**config.mk**
```make
export PLATFORM = sky130hd
export DESIGN_NAME = ex_stage_flat
export DESIGN_NICKNAME = d
export VERILOG_FILES = /design/src/rtl/ex_stage_if.sv /design/src/rtl/ex_stage.sv /design/src/flat_wrapper.sv
export SDC_FILE = /design/constraint.sdc
export NUM_CORES = 1
export LEC_CHECK = 0
export CORE_MARGIN = 4
export CORE_UTILIZATION = 45
export DETAILED_ROUTE_END_ITERATION = 16
export DONT_BUFFER_PORTS = 1
export PLACE_DENSITY = 0.72
export SLEW_MARGIN = 20
export SYNTH_ARGS = -nofsm -noshare
export SYNTH_HDL_FRONTEND = slang
export SYNTH_SLANG_ARGS = --single-unit
```
**constraint.sdc**
```tcl
create_clock -name clk -period 10.74 [get_ports clk]
set_input_delay 1.611 -clock clk [delete_from_list [all_inputs] [get_ports clk]]
set_output_delay 1.611 -clock clk [all_outputs]
set_load 0.01 [all_outputs]
```
**src/rtl/ex_stage_if.sv**
```systemverilog
// ID/EX -> EX/MEM bundle for ex_stage: decoded EX-stage operands/controls in,
// registered MEM-stage result and controls out.
interface ex_stage_if;
  logic [3:0]  ex_alu_op;
  logic [31:0] ex_a;
  logic [31:0] ex_b;
  logic [31:0] ex_sd;
  logic [31:0] ex_pc4;
  logic [3:0]  ex_cond;
  logic        ex_store_cc;
  logic        ex_br;
  logic        ex_bl;
  logic        ex_load;
  logic        ex_mem_write;
  logic        ex_mem_enable;
  logic        ex_rf_enable;
  logic [1:0]  ex_mem_size;
  logic [3:0]  ex_rd;

  logic [31:0] mem_result;
  logic [31:0] mem_sd;
  logic [3:0]  mem_rd;
  logic        mem_load;
  logic        mem_mem_write;
  logic        mem_mem_enable;
  logic        mem_rf_enable;
  logic [1:0]  mem_mem_size;

  modport master (
    output ex_alu_op, ex_a, ex_b, ex_sd, ex_pc4, ex_cond, ex_store_cc, ex_br, ex_bl,
           ex_load, ex_mem_write, ex_mem_enable, ex_rf_enable, ex_mem_size, ex_rd,
    input  mem_result, mem_sd, mem_rd, mem_load, mem_mem_write, mem_mem_enable,
           mem_rf_enable, mem_mem_size
  );

  modport slave (
    input  ex_alu_op, ex_a, ex_b, ex_sd, ex_pc4, ex_cond, ex_store_cc, ex_br, ex_bl,
           ex_load, ex_mem_write, ex_mem_enable, ex_rf_enable, ex_mem_size, ex_rd,
    output mem_result, mem_sd, mem_rd, mem_load, mem_mem_write, mem_mem_enable,
           mem_rf_enable, mem_mem_size
  );
endinterface

```
**src/rtl/ex_stage.sv**
```systemverilog
// ARM-style execute stage: ALU, NZCV flags, condition check, EX/MEM register.
// Optional macro EX_COND_SQUASH_EN gates non-branch controls with cond_pass.
module ex_stage (
  input  logic       clk,
  input  logic       reset,
  input  logic       stall,
  input  logic       flush,
  ex_stage_if.slave  bus,
  output logic       branch_taken,
  output logic [3:0] flags
);

  logic [3:0]  flags_r;
  logic        n_s, z_s, c_s, v_s;
  logic        cond_pass_s;
  logic [31:0] op_x_s, op_y_s, logic_res_s, alu_res_s;
  logic        cin_s, arith_s;
  logic [32:0] sum_s;
  logic        alu_c_s, alu_v_s;
  logic [3:0]  new_flags_s;
  logic        ctl_gate_s, flags_update_s;

  logic [31:0] mem_result_r, mem_sd_r;
  logic [3:0]  mem_rd_r;
  logic [1:0]  mem_mem_size_r;
  logic        mem_load_r, mem_mem_write_r, mem_mem_enable_r, mem_rf_enable_r;

  assign {n_s, z_s, c_s, v_s} = flags_r;

  // Condition evaluation against the committed flags
  always_comb begin
    case (bus.ex_cond)
      4'h0:    cond_pass_s = z_s;
      4'h1:    cond_pass_s = ~z_s;
      4'h2:    cond_pass_s = c_s;
      4'h3:    cond_pass_s = ~c_s;
      4'h4:    cond_pass_s = n_s;
      4'h5:    cond_pass_s = ~n_s;
      4'h6:    cond_pass_s = v_s;
      4'h7:    cond_pass_s = ~v_s;
      4'h8:    cond_pass_s = c_s & ~z_s;
      4'h9:    cond_pass_s = ~c_s | z_s;
      4'hA:    cond_pass_s = (n_s == v_s);
      4'hB:    cond_pass_s = (n_s != v_s);
      4'hC:    cond_pass_s = ~z_s & (n_s == v_s);
      4'hD:    cond_pass_s = z_s | (n_s != v_s);
      4'hE:    cond_pass_s = 1'b1;
      default: cond_pass_s = 1'b0;
    endcase
  end

  // ALU operand steering: subtracts become x + ~y + carry-in on a single adder
  always_comb begin
    arith_s     = 1'b0;
    op_x_s      = bus.ex_a;
    op_y_s      = bus.ex_b;
    cin_s       = 1'b0;
    logic_res_s = 32'h0000_0000;
    case (bus.ex_alu_op)
      4'h0: logic_res_s = bus.ex_a & bus.ex_b;
      4'h1: logic_res_s = bus.ex_a ^ bus.ex_b;
      4'h2: begin arith_s = 1'b1; op_y_s = ~bus.ex_b; cin_s = 1'b1; end
      4'h3: begin arith_s = 1'b1; op_x_s = bus.ex_b; op_y_s = ~bus.ex_a; cin_s = 1'b1; end
      4'h4: arith_s = 1'b1;
      4'h5: begin arith_s = 1'b1; cin_s = c_s; end
      4'h6: begin arith_s = 1'b1; op_y_s = ~bus.ex_b; cin_s = c_s; end
      4'h7: begin arith_s = 1'b1; op_x_s = bus.ex_b; op_y_s = ~bus.ex_a; cin_s = c_s; end
      4'h8: logic_res_s = bus.ex_a | bus.ex_b;
      4'h9: logic_res_s = bus.ex_b;
      4'hA: logic_res_s = bus.ex_a & ~bus.ex_b;
      4'hB: logic_res_s = ~bus.ex_b;
      default: logic_res_s = bus.ex_a;
    endcase
  end

  assign sum_s       = {1'b0, op_x_s} + {1'b0, op_y_s} + {32'h0000_0000, cin_s};
  assign alu_res_s   = arith_s ? sum_s[31:0] : logic_res_s;
  assign alu_c_s     = arith_s ? sum_s[32] : c_s;
  assign alu_v_s     = arith_s ? ((op_x_s[31] == op_y_s[31]) && (sum_s[31] != op_x_s[31])) : v_s;
  assign new_flags_s = {alu_res_s[31], (alu_res_s == 32'h0000_0000), alu_c_s, alu_v_s};

`ifdef EX_COND_SQUASH_EN
  assign ctl_gate_s = cond_pass_s;
`else
  assign ctl_gate_s = 1'b1;
`endif

  assign flags_update_s = bus.ex_store_cc & cond_pass_s & ~stall & ~flush;
  assign branch_taken   = (bus.ex_br | bus.ex_bl) & cond_pass_s & ~flush;

  // EX/MEM register and flag state; flush outranks stall
  always_ff @(posedge clk or posedge reset) begin
    if (reset) begin
      flags_r          <= 4'h0;
      mem_result_r     <= 32'h0000_0000;
      mem_sd_r         <= 32'h0000_0000;
      mem_rd_r         <= 4'h0;
      mem_mem_size_r   <= 2'b00;
      mem_load_r       <= 1'b0;
      mem_mem_write_r  <= 1'b0;
      mem_mem_enable_r <= 1'b0;
      mem_rf_enable_r  <= 1'b0;
    end else begin
      if (flush) begin
        mem_result_r     <= 32'h0000_0000;
        mem_sd_r         <= 32'h0000_0000;
        mem_rd_r         <= 4'h0;
        mem_mem_size_r   <= 2'b00;
        mem_load_r       <= 1'b0;
        mem_mem_write_r  <= 1'b0;
        mem_mem_enable_r <= 1'b0;
        mem_rf_enable_r  <= 1'b0;
      end else if (!stall) begin
        mem_result_r     <= bus.ex_bl ? bus.ex_pc4 : alu_res_s;
        mem_sd_r         <= bus.ex_sd;
        mem_rd_r         <= bus.ex_bl ? 4'hE : bus.ex_rd;
        mem_mem_size_r   <= bus.ex_mem_size;
        mem_load_r       <= bus.ex_load & ctl_gate_s;
        mem_mem_write_r  <= bus.ex_mem_write & ctl_gate_s;
        mem_mem_enable_r <= bus.ex_mem_enable & ctl_gate_s;
        mem_rf_enable_r  <= bus.ex_bl ? cond_pass_s : (bus.ex_rf_enable & ctl_gate_s);
      end
      if (flags_update_s) begin
        flags_r <= new_flags_s;
      end
    end
  end

  assign flags              = flags_r;
  assign bus.mem_result     = mem_result_r;
  assign bus.mem_sd         = mem_sd_r;
  assign bus.mem_rd         = mem_rd_r;
  assign bus.mem_mem_size   = mem_mem_size_r;
  assign bus.mem_load       = mem_load_r;
  assign bus.mem_mem_write  = mem_mem_write_r;
  assign bus.mem_mem_enable = mem_mem_enable_r;
  assign bus.mem_rf_enable  = mem_rf_enable_r;

endmodule

```
**src/flat_wrapper.sv**
```systemverilog
// flat-port wrapper written by rule: the top's interface ports become plain ports
module ex_stage_flat 
  (clk, reset, stall, flush, branch_taken, flags, bus_ex_alu_op, bus_ex_a, bus_ex_b, bus_ex_sd, bus_ex_pc4, bus_ex_cond, bus_ex_store_cc, bus_ex_br, bus_ex_bl, bus_ex_load, bus_ex_mem_write, bus_ex_mem_enable, bus_ex_rf_enable, bus_ex_mem_size, bus_ex_rd, bus_mem_result, bus_mem_sd, bus_mem_rd, bus_mem_load, bus_mem_mem_write, bus_mem_mem_enable, bus_mem_rf_enable, bus_mem_mem_size);
  ex_stage_if bus_i ();
  input  logic clk;
  input  logic reset;
  input  logic stall;
  input  logic flush;
  output logic branch_taken;
  output logic [3:0] flags;
  input wire logic [$bits(bus_i.ex_alu_op)-1:0] bus_ex_alu_op;
  input wire logic [$bits(bus_i.ex_a)-1:0] bus_ex_a;
  input wire logic [$bits(bus_i.ex_b)-1:0] bus_ex_b;
  input wire logic [$bits(bus_i.ex_sd)-1:0] bus_ex_sd;
  input wire logic [$bits(bus_i.ex_pc4)-1:0] bus_ex_pc4;
  input wire logic [$bits(bus_i.ex_cond)-1:0] bus_ex_cond;
  input wire logic [$bits(bus_i.ex_store_cc)-1:0] bus_ex_store_cc;
  input wire logic [$bits(bus_i.ex_br)-1:0] bus_ex_br;
  input wire logic [$bits(bus_i.ex_bl)-1:0] bus_ex_bl;
  input wire logic [$bits(bus_i.ex_load)-1:0] bus_ex_load;
  input wire logic [$bits(bus_i.ex_mem_write)-1:0] bus_ex_mem_write;
  input wire logic [$bits(bus_i.ex_mem_enable)-1:0] bus_ex_mem_enable;
  input wire logic [$bits(bus_i.ex_rf_enable)-1:0] bus_ex_rf_enable;
  input wire logic [$bits(bus_i.ex_mem_size)-1:0] bus_ex_mem_size;
  input wire logic [$bits(bus_i.ex_rd)-1:0] bus_ex_rd;
  output wire logic [$bits(bus_i.mem_result)-1:0] bus_mem_result;
  output wire logic [$bits(bus_i.mem_sd)-1:0] bus_mem_sd;
  output wire logic [$bits(bus_i.mem_rd)-1:0] bus_mem_rd;
  output wire logic [$bits(bus_i.mem_load)-1:0] bus_mem_load;
  output wire logic [$bits(bus_i.mem_mem_write)-1:0] bus_mem_mem_write;
  output wire logic [$bits(bus_i.mem_mem_enable)-1:0] bus_mem_mem_enable;
  output wire logic [$bits(bus_i.mem_rf_enable)-1:0] bus_mem_rf_enable;
  output wire logic [$bits(bus_i.mem_mem_size)-1:0] bus_mem_mem_size;
  assign bus_i.ex_alu_op = bus_ex_alu_op;
  assign bus_i.ex_a = bus_ex_a;
  assign bus_i.ex_b = bus_ex_b;
  assign bus_i.ex_sd = bus_ex_sd;
  assign bus_i.ex_pc4 = bus_ex_pc4;
  assign bus_i.ex_cond = bus_ex_cond;
  assign bus_i.ex_store_cc = bus_ex_store_cc;
  assign bus_i.ex_br = bus_ex_br;
  assign bus_i.ex_bl = bus_ex_bl;
  assign bus_i.ex_load = bus_ex_load;
  assign bus_i.ex_mem_write = bus_ex_mem_write;
  assign bus_i.ex_mem_enable = bus_ex_mem_enable;
  assign bus_i.ex_rf_enable = bus_ex_rf_enable;
  assign bus_i.ex_mem_size = bus_ex_mem_size;
  assign bus_i.ex_rd = bus_ex_rd;
  assign bus_mem_result = bus_i.mem_result;
  assign bus_mem_sd = bus_i.mem_sd;
  assign bus_mem_rd = bus_i.mem_rd;
  assign bus_mem_load = bus_i.mem_load;
  assign bus_mem_mem_write = bus_i.mem_mem_write;
  assign bus_mem_mem_enable = bus_i.mem_mem_enable;
  assign bus_mem_rf_enable = bus_i.mem_rf_enable;
  assign bus_mem_mem_size = bus_i.mem_mem_size;
  ex_stage u_core (.clk(clk), .reset(reset), .stall(stall), .flush(flush), .bus(bus_i), .branch_taken(branch_taken), .flags(flags));
endmodule
```
# [After elaboration in Yosys (flattened, before gate mapping)]
# Cells that the tools add are included.
# Widths: inputs -> output; s select.
[word_totals] word_cells=100 input_bits=153 regBits=78 output_inout_bits=79
[classes] addsub=2 reduce_logical=10 eq_ne=30 n_mux=26 n_bitwise=22
[op_table] operator="$mux 32" count=7
[op_table] operator="$pmux 32 s7" count=1
[op_table] operator="$and 32x32->32" count=2
[op_table] operator="$not 32->32" count=2
[op_table] operator="$pmux 32 s2" count=1
[op_table] operator="$eq 4x4->1 const B" count=11
[op_table] operator="$add 32x32->33" count=1
[op_table] operator="$add 33x1->33" count=1
[op_table] operator="$eq 4x3->1 const B" count=8
[op_table] operator="$logic_not 32->1" count=1
[op_table] operator="$or 32x32->32" count=1
[op_table] operator="$xor 32x32->32" count=1
[op_table] operator="$eq 4x2->1 const B" count=4
[op_table] operator="$pmux 1 s15" count=1
[op_table] operator="$mux 4" count=3
[op_table] operator="$mux 1" count=10
[op_table] operator="$eq 4x1->1 const B" count=2
[op_table] operator="$logic_not 4->1" count=2
[op_table] operator="$and 1x1->1" count=7
[op_table] operator="$not 1->1" count=6
[op_table] operator="$reduce_or 2->1" count=3
[op_table] operator="$reduce_or 6->1" count=1
[op_table] operator="$mux 2" count=2
[op_table] operator="$or 1x1->1" count=3
[op_table] operator="other kinds (7)" count=9

# [Longest topological paths before layout]
# Gate-level depths: netlist (run 1).
[logic_depth] ltp_word=9 ltp_mapped=24 mapped_depth_nobuf=17

# [Worst setup path before layout (run 1)]
# OpenSTA, ideal clock, no wires.
[synth_path] path_kind="input to register" start="input port bus_ex_alu_op[1]" end="register u_core.flags_r[2] (netlist: u_core.flags[2])" t_arrival_ps=7389 required_ps=10664 n_path_buf=8 path_stages=23 slack_ps=3275 setup_ps=76 path_cell_list="buf_2 clkbuf_1 clkbuf_1 buf_2 buf_2 buf_2 nand2_1 clkbuf_1 clkbuf_1 a21oi_1 o31ai_1 fa_1 fa_1 a21o_1 a221o_1 a22o_1 nor2_1 xor2_1 a21oi_1 or4b_1 or4_1 or4_1 o21ai_1"
[synth_via] elab_chain_cells=7 word_cells_on_any_way=26 cone_classes="2 x add/sub; 11 x eq/ne; 6 x mux; 7 x reduce/logical"
[synth_lines] item="from (decl)" line="flat_wrapper.sv:11" source="input wire logic [$bits(bus_i.ex_alu_op)-1:0] bus_ex_alu_op;"
[synth_lines] item="$eq 4x2->1 or $eq 4x3->1 (tied branches)" line="ex_stage.sv:59" source="case (bus.ex_alu_op)"
[synth_lines] item="$reduce_or 2->1 (no source line)"
[synth_lines] item="$pmux 32 s2 or $mux 32 (tied branches)" line="ex_stage.sv:59"
[synth_lines] item="$add 32x32->33" line="ex_stage.sv:76" source="assign sum_s = {1'b0, op_x_s} + {1'b0, op_y_s} + {32'h0000_0000, cin_s};"
[synth_lines] item="$add 33x1->33" line="ex_stage.sv:76"
[synth_lines] item="$mux 32 *" line="ex_stage.sv:77" source="assign alu_res_s = arith_s ? sum_s[31:0] : logic_res_s;"
[synth_lines] item="$logic_not 32->1 *" line="ex_stage.sv:80" source="assign new_flags_s = {alu_res_s[31], (alu_res_s == 32'h0000_0000), alu_c_s, alu_v_s};"
[synth_lines] item="to (signal assigned)" line="ex_stage.sv:124" source="flags_r <= new_flags_s;"
[synth_lines] item="to (decl)" line="ex_stage.sv:13" source="logic [3:0] flags_r;"
# Every way passes the cells marked *; elsewhere a longest branch is shown, timed or not.
# A chain may end at the register's enable or synchronous reset.

# [Worst setup path in the final report (run 1)]
[layout_path] start="input port bus_ex_alu_op[3]" end="register u_core.flags_r[2] (netlist: u_core.flags[2])"
# Same word-level chain as after synthesis.

==> results of run 1 <==
-- layer usage --
metal	track usage, %	share of wire, %
met1	31.61	39
met2	44.40	49
met3	6.261	8.0
met4	10.65	4.3
met5	0	0.039
-- through the flow --
stage                     setup slack [ps]  power [mW]
after floorplan                       3275      0.6823
after global placement                3782      0.7507
after detailed placement              3631      0.7590
after CTS                             3948       1.080
after global routing                  4053       1.147
final                                 4256       1.077
-- worst max-delay path, delay by kind of cell --
| kind | cells | cell delay, ps |
|---|---|---|
| compound gates | 7 | 1450 |
| fa+ha+maj | 2 | 930 |
| xor+xnor | 1 | 160 |
| buf+inv | 1 | 350 |
| simple gates | 5 | 2180 |
-- power breakdown --
| part | switching [mW] | total (mW) | internal (mW) | leakage (nW) |
|---|---|---|---|---|
| Combinational | 0.235 | 0.403 | 0.168 | 3.32 |
| Clock | 0.116 | 0.318 | 0.202 | 0.155 |
| Sequential | 0.0385 | 0.355 | 0.317 | 1.03 |
-- sequential cells by signal, indices dropped and copies added (netlist names) --
register	flops
u_core.bus.mem_mem_size	2
u_core.bus.mem_mem_write	1
u_core.bus.mem_result	32
u_core.flags	4
u_core.bus.mem_load	1
u_core.bus.mem_sd	32
u_core.bus.mem_mem_enable	1
u_core.bus.mem_rd	4
u_core.bus.mem_rf_enable	1
-- layout make-up --
type / count / share of cell area [%]
clock inverters: 6 / 0.9173
multi-input cells: 1029 / 68.63
well taps: 265 / 3.473
clock buffers: 9 / 2.359
repair buffers: 10 / 0.9959
flip-flops and latches: 78 / 20.44
inverters: 81 / 3.184
-- layout by cell type (no fill, tap or decap), types with 16 or more instances in the layout --
cell | Yosys | final
o211ai_1 | 16 | 16
nor3_1 | 44 | 44
xor2_1 | 32 | 32
o21ai_0 | 128 | 128
nor2b_1 | 25 | 25
mux2i_1 | 51 | 51
dfrtp_1 | 78 | 78
a221oi_1 | 16 | 16
nor2_1 | 176 | 176
a21oi_1 | 67 | 67
nand3_1 | 17 | 16
inv_1 | 80 | 79
nand2_1 | 129 | 128
a21o_1 | 37 | 37
ha_1 | 63 | 63
a211oi_1 | 30 | 30
xnor2_1 | 18 | 18
-- cell families after synthesis --
logic type | after synthesis | synth area share (%)
adders and majority gates | 65 | 9.055
muxes | 56 | 6.237
AOI/OAI and AO/OA | 411 | 29.35
xor gates and xnor gates | 50 | 4.787
and+or+nand+nor | 447 | 21.91
DFF | 78 | 21.34
buffers and inverters | 173 | 7.318
-- how the worst min path moves through the flow --
stage / from / to / slack [ps]
4_1_cts: u_core.bus.mem_result[15] / u_core.bus.mem_result[15] / 590
3_3_place_gp: u_core.bus.mem_result[11] / u_core.bus.mem_result[11] / 570
5_1_grt: u_core.bus.mem_result[28] / u_core.bus.mem_result[28] / 610
3_5_place_dp: u_core.bus.mem_result[9] / u_core.bus.mem_result[9] / 580
6_report: u_core.bus.mem_result[9] / u_core.bus.mem_result[9] / 590
2_1_floorplan: u_core.bus.mem_result[11] / u_core.bus.mem_result[11] / 540
==> results.md, run 1 <==
- R2r setup slk: 5980 ps
- Ant. Diodes: 0
- Post-DP Area: 9203 sq um
- Worst Setup EP: u_core.flags[2]
- Maximum vdd drop: 67.93 uV
- R2R depth: 14
- DR vias/cell: 6.330
- # rows: 51
- Global-route usage over all layers: 26.08%
- H-tree levels: 3
- Worst Setup Path Type: in2reg
- Layout cells sized above 1: 3.627%
- Post-CTS Resized: 0
- Unrepaired setup endpoints after global routing: false
- First-pass GRT wire length: 47.60 mm
- Leakage: 4.505 nW
- Initial antenna violation count: 1
- TritonCTS Buffers: 9
- Via count: 9356
- Mapped Area: 9148 sq um
- Number of nets in the layout: 1427
- Top post-synthesis cells by area: dfrtp_1, ha_1, nor2_1
- EDFF count, synth: 0
- Crit path DAT: 6730 ps
- Slowest CP cell: or4_1
- CTS tree: done
- Status: finished, final reports clean
- FF+latch area: 1952 sq um
- Root Driver: clkbuf_16
- Hold Crit Class: reg2reg
- Gpl congestion: 0.9266
- Crit Path Max Fanout: 65
- Clock skew: 7.066 ps
- Util after Layout: 48.42%
- # Max-Cap Violations: 0
- Seq/Total Area, Yosys: 21.34%
- Crit path required time: 10990 ps
- Min Clock Period, post-route: 6484 ps
- Tcrit/Tclk final: 60.37%
- DIE WIDTH: 150.6 um
- Hold_buf cts: 0
- Layout area overhead: 4.377%
- Hpwl dp: 22.89 mm
- Final Instance Area: 9548 sq um
- CTS Sinks: 78
- Clock Path Buffers: 2
- DR pass1 iterations: 7
- Grt total ovfl: 0
- Post-synth ARST share: 100.0%
- Starting density of the core: 46.39%
- Clk_lat worst skew: 330 ps
- Top cell type by total area after synthesis: dfrtp_1
- I/O pins: 232
- Hold_ws: 587.1 ps
- RR Endpoint: u_core.flags[2]
- Final number of max-transition violations: 0
- Hold Fails Final Rpt: 0
- DRC: 0
- Hold path depth: 1
- Power density over the cells: 112.8 nW/um^2
- Fill count: 1976
- Max_slew headroom: 53.20%
- Max incr delay on CP: 550 ps
- Worst reg2reg path startpoint: u_core.flags[1]
- Top cell type's share of synthesized area: 21.34%
- Height of the die: 150.6 um
- Placed Cells incl. Taps: 1462
- Post-synth top cells: nor2_1, nand2_1, o21ai_0
- CP Capture Type: flop
- Synthesized Nets: 1498
- Most common cell in the netlist: nor2_1
- Final WL: 30.96 mm
- Core Area: 19720 sq um
- Ys Warns: 0
- Post-route ant nets: 0
- Die ar.: 22670 sq um
- Starting DRT DRC Count: 879
- Post-synth cell types: 79
- Clock-pin transition on the worst setup and hold timing paths: 60 ps
- Achievable frequency: 154.2 MHz
- Final setup violation count: 0
- Critical path launch point type: input port
- Buffer count from post-CTS setup fixing: 0
- Number of global-route vias before repair: 8796
- Worst-path cell chain: inv_1 > nand2_4 > a21oi_1 > o31ai_1 > fa_1 > fa_1 > a21o_1 > a221o_1 > a22o_1 > nor2_1 > xor2_1 > a21oi_1 > or4b_1 > or4_1 > or4_1 > o21ai_1
- Fin cells: 1478
- Syn_area_per_cell: 7.147 sq um
- Buffers on Ports: 0
- Count of state elements after synthesis: 78
- Avg WL per Cell: 20.95 um
- Mapped Cells: 1280
- Multi-input combinational cell area: 6553 sq um
- Worst Tran Pin Value: 693.0 ps
- Worst Setup SP: bus_ex_alu_op[3]
- Ys flop type: dfrtp_1
- Largest net degree at the start of global routing: 84
- Sum Neg Setup Slack: 0 ps
Power figures use the tool's default switching activity.
==> run 2: changes to the inputs <==
--- a/config.mk
+++ b/config.mk
@@ -9,7 +9,7 @@
 export CORE_UTILIZATION = 45
 export DETAILED_ROUTE_END_ITERATION = 16
 export DONT_BUFFER_PORTS = 1
-export PLACE_DENSITY = 0.72
+export PLACE_DENSITY = 0.74
 export SLEW_MARGIN = 20
 export SYNTH_ARGS = -nofsm -noshare
 export SYNTH_HDL_FRONTEND = slang
==> constraint.sdc (replaced) <==
create_clock -name clk -period 5.55 [get_ports clk]
set_input_delay 0.8325 -clock clk [delete_from_list [all_inputs] [get_ports clk]]
set_output_delay 0.8325 -clock clk [all_outputs]
set_load 0.01 [all_outputs]
==> run 2 against run 1 <==
Critical endpoint unchanged; sequential share of layout area is the same; highest routed layer unchanged; hold slack worse by 12 ps; flip-flop and latch count did not move; final cell count rose by 0.34%; utilization unchanged; power grew 91%; die area is the same; final area unchanged; combinational power up 95%; clock skew shrank 2.7 ps.
==> results.md, run 2 (synthesis gave the netlist of run 1 again) <==
- Layout area overhead: 4.377% (unchanged)
- Hold_buf cts: 0 (unchanged)
- Starting density of the core: 46.39% (unchanged)
- Tcrit/Tclk final: 84.70%
- Power density over the cells: 214.9 nW/um^2 (+91%)
- Initial antenna violation count: 1 (unchanged)
- Fill count: 1903 (-3.7%)
- Avg WL per Cell: 20.94 um (about the same)
- Largest net degree at the start of global routing: 84 (unchanged)
- Core Area: 19720 sq um (unchanged)
- Crit Path Max Fanout: 48 (-26%)
- Clock skew: 4.371 ps (-2.696 ps)
- Worst Tran Pin Value: 962.4 ps (+269.4 ps)
- Final WL: 31.05 mm (+0.28%)
- Number of global-route vias before repair: 8782 (-0.16%)
- Hpwl dp: 23.29 mm (+1.7%)
- Buffers on Ports: 0 (unchanged)
- Final Instance Area: 9548 sq um (unchanged)
- Crit path required time: 5800 ps (-5190 ps)
- Layout cells sized above 1: 4.269% (+0.64 points)
- Max_slew headroom: 35.84% (-17 points)
- Critical path launch point type: input port
- DRC: 0 (unchanged)
- Grt total ovfl: 0 (unchanged)
- Sum Neg Setup Slack: 0 ps (unchanged)
- Clock-pin transition on the worst setup and hold timing paths: 60 ps (about the same)
- DIE WIDTH: 150.6 um (unchanged)
- Status: finished, final reports clean
- Crit path DAT: 4950 ps (-1780 ps)
- Clk_lat worst skew: 320 ps (about the same)
- Die ar.: 22670 sq um (unchanged)
- Worst Setup Path Type: in2reg
- Final number of max-transition violations: 0 (unchanged)
- Number of nets in the layout: 1431 (+0.28%)
- Post-DP Area: 9256 sq um (+0.58%)
- CTS Sinks: 78 (unchanged)
- I/O pins: 232 (unchanged)
- # Max-Cap Violations: 0 (unchanged)
- Maximum vdd drop: 138.6 uV (+100%)
- TritonCTS Buffers: 9 (unchanged)
- Hold_ws: 574.9 ps (-12.21 ps)
- Achievable frequency: 212.7 MHz
- Post-CTS Resized: 0 (unchanged)
- Final setup violation count: 0 (unchanged)
- Commonest non-fill, non-tap cells in the layout: nor2_1, nand2_1, o21ai_0, inv_1, dfrtp_1
- Hold Fails Final Rpt: 0 (unchanged)
- Hold Crit Class: in2reg
- Via count: 9398 (+0.45%)
- # rows: 51 (unchanged)
- Root Driver: clkbuf_16
- Global-route usage over all layers: 26.01% (-0.071 points)
- First-pass GRT wire length: 47.09 mm (-1.1%)
- Unrepaired setup endpoints after global routing: false
- DR pass1 iterations: 5 (-2)
- Gpl congestion: 0.9282 (+0.17%)
- DR vias/cell: 6.337 (+0.11%)
- Height of the die: 150.6 um (unchanged)
- Clock Path Buffers: 2 (unchanged)
- CP Capture Type: flop
- H-tree levels: 3 (unchanged)
- Starting DRT DRC Count: 879 (unchanged)
- CTS tree: done
- Post-route ant nets: 0 (unchanged)
- Min Clock Period, post-route: 4701 ps
- Leakage: 4.501 nW (about the same)
- Most common cell after layout, fill and taps aside: nor2_1
- Ant. Diodes: 0 (unchanged)
- Buffer count from post-CTS setup fixing: 0 (unchanged)
[run 2: cell types whose count changed in the layout (fill, tap and decap cells not counted), moves of 2 or more]
cell / change
buf_4: +5
clkinv_2: +2
fa_1: -2
fa_2: +2
[run 2: final cells by class]
class,instances,area (sq um),share of cell area (%)
clock inverters,6,62.56,0.6552
repair buffers,14,105.1,1.101
clock buffers,10,229.0,2.398
well taps,265,331.6,3.473
inverters,81,305.3,3.197
multi-input cells,1029,6563,68.73
flip-flops and latches,78,1952,20.44
[run 2: final timing paths]
kind                                               start                         to  slack (ps)  cells past startpoint
worst min register to register  u_core.bus.mem_result[9]   u_core.bus.mem_result[9]         590                      1
max in group asynchronous                          reset  u_core.bus.mem_result[23]        4250                      2
worst max register to register           u_core.flags[1]            u_core.flags[2]        1140                     14
worst max-delay path                    bus_ex_alu_op[3]            u_core.flags[2]         850                     15
worst min-delay path                               flush      u_core.bus.mem_sd[22]         570                      1
min in group asynchronous                          reset      u_core.bus.mem_sd[16]         700                      2
[run 2: per-stage QoR]
step	std cells	power [mW]	utilization [%]	setup slack, ps
after floorplan	1280	1.330	-	-48.02
after global placement	1467	1.460	46.94	633.6
after detailed placement	1467	1.476	46.94	537.4
after CTS	1483	2.057	48.42	889.7
after global routing	1483	2.188	48.42	607.4
final	1483	2.051	48.42	848.9
[run 2: worst max-delay path, cell delays in order]
cell and delay, ps:
inv_1 90, nand2_2 160, buf_4 400, a211oi_1 80
a21o_1 170, ha_1 390, a21oi_1 170, o21ai_0 200
a2111oi_0 460, nor3_1 90, a311o_1 350, or4b_1 500
or4_1 500, or4_1 400, o21ai_1 130
[run 2: where the power goes]
group | switching, mW | internal, mW | total [mW]
clock network | 0.229 | 0.348 | 0.576
registers | 0.0752 | 0.613 | 0.688
logic | 0.460 | 0.327 | 0.787
[run 2: layer usage]
| layer | wire, um | GRT usage [%] | vias to the layer above |
|---|---|---|---|
| li1 | - | - | 4444 |
| met1 | 12090 | 31.52 | 4452 |
| met2 | 14500 | 42.25 | 405 |
| met3 | 2676 | 6.954 | 95 |
| met4 | 1773 | 13.64 | 2 |
| met5 | 7 | 0 | - |
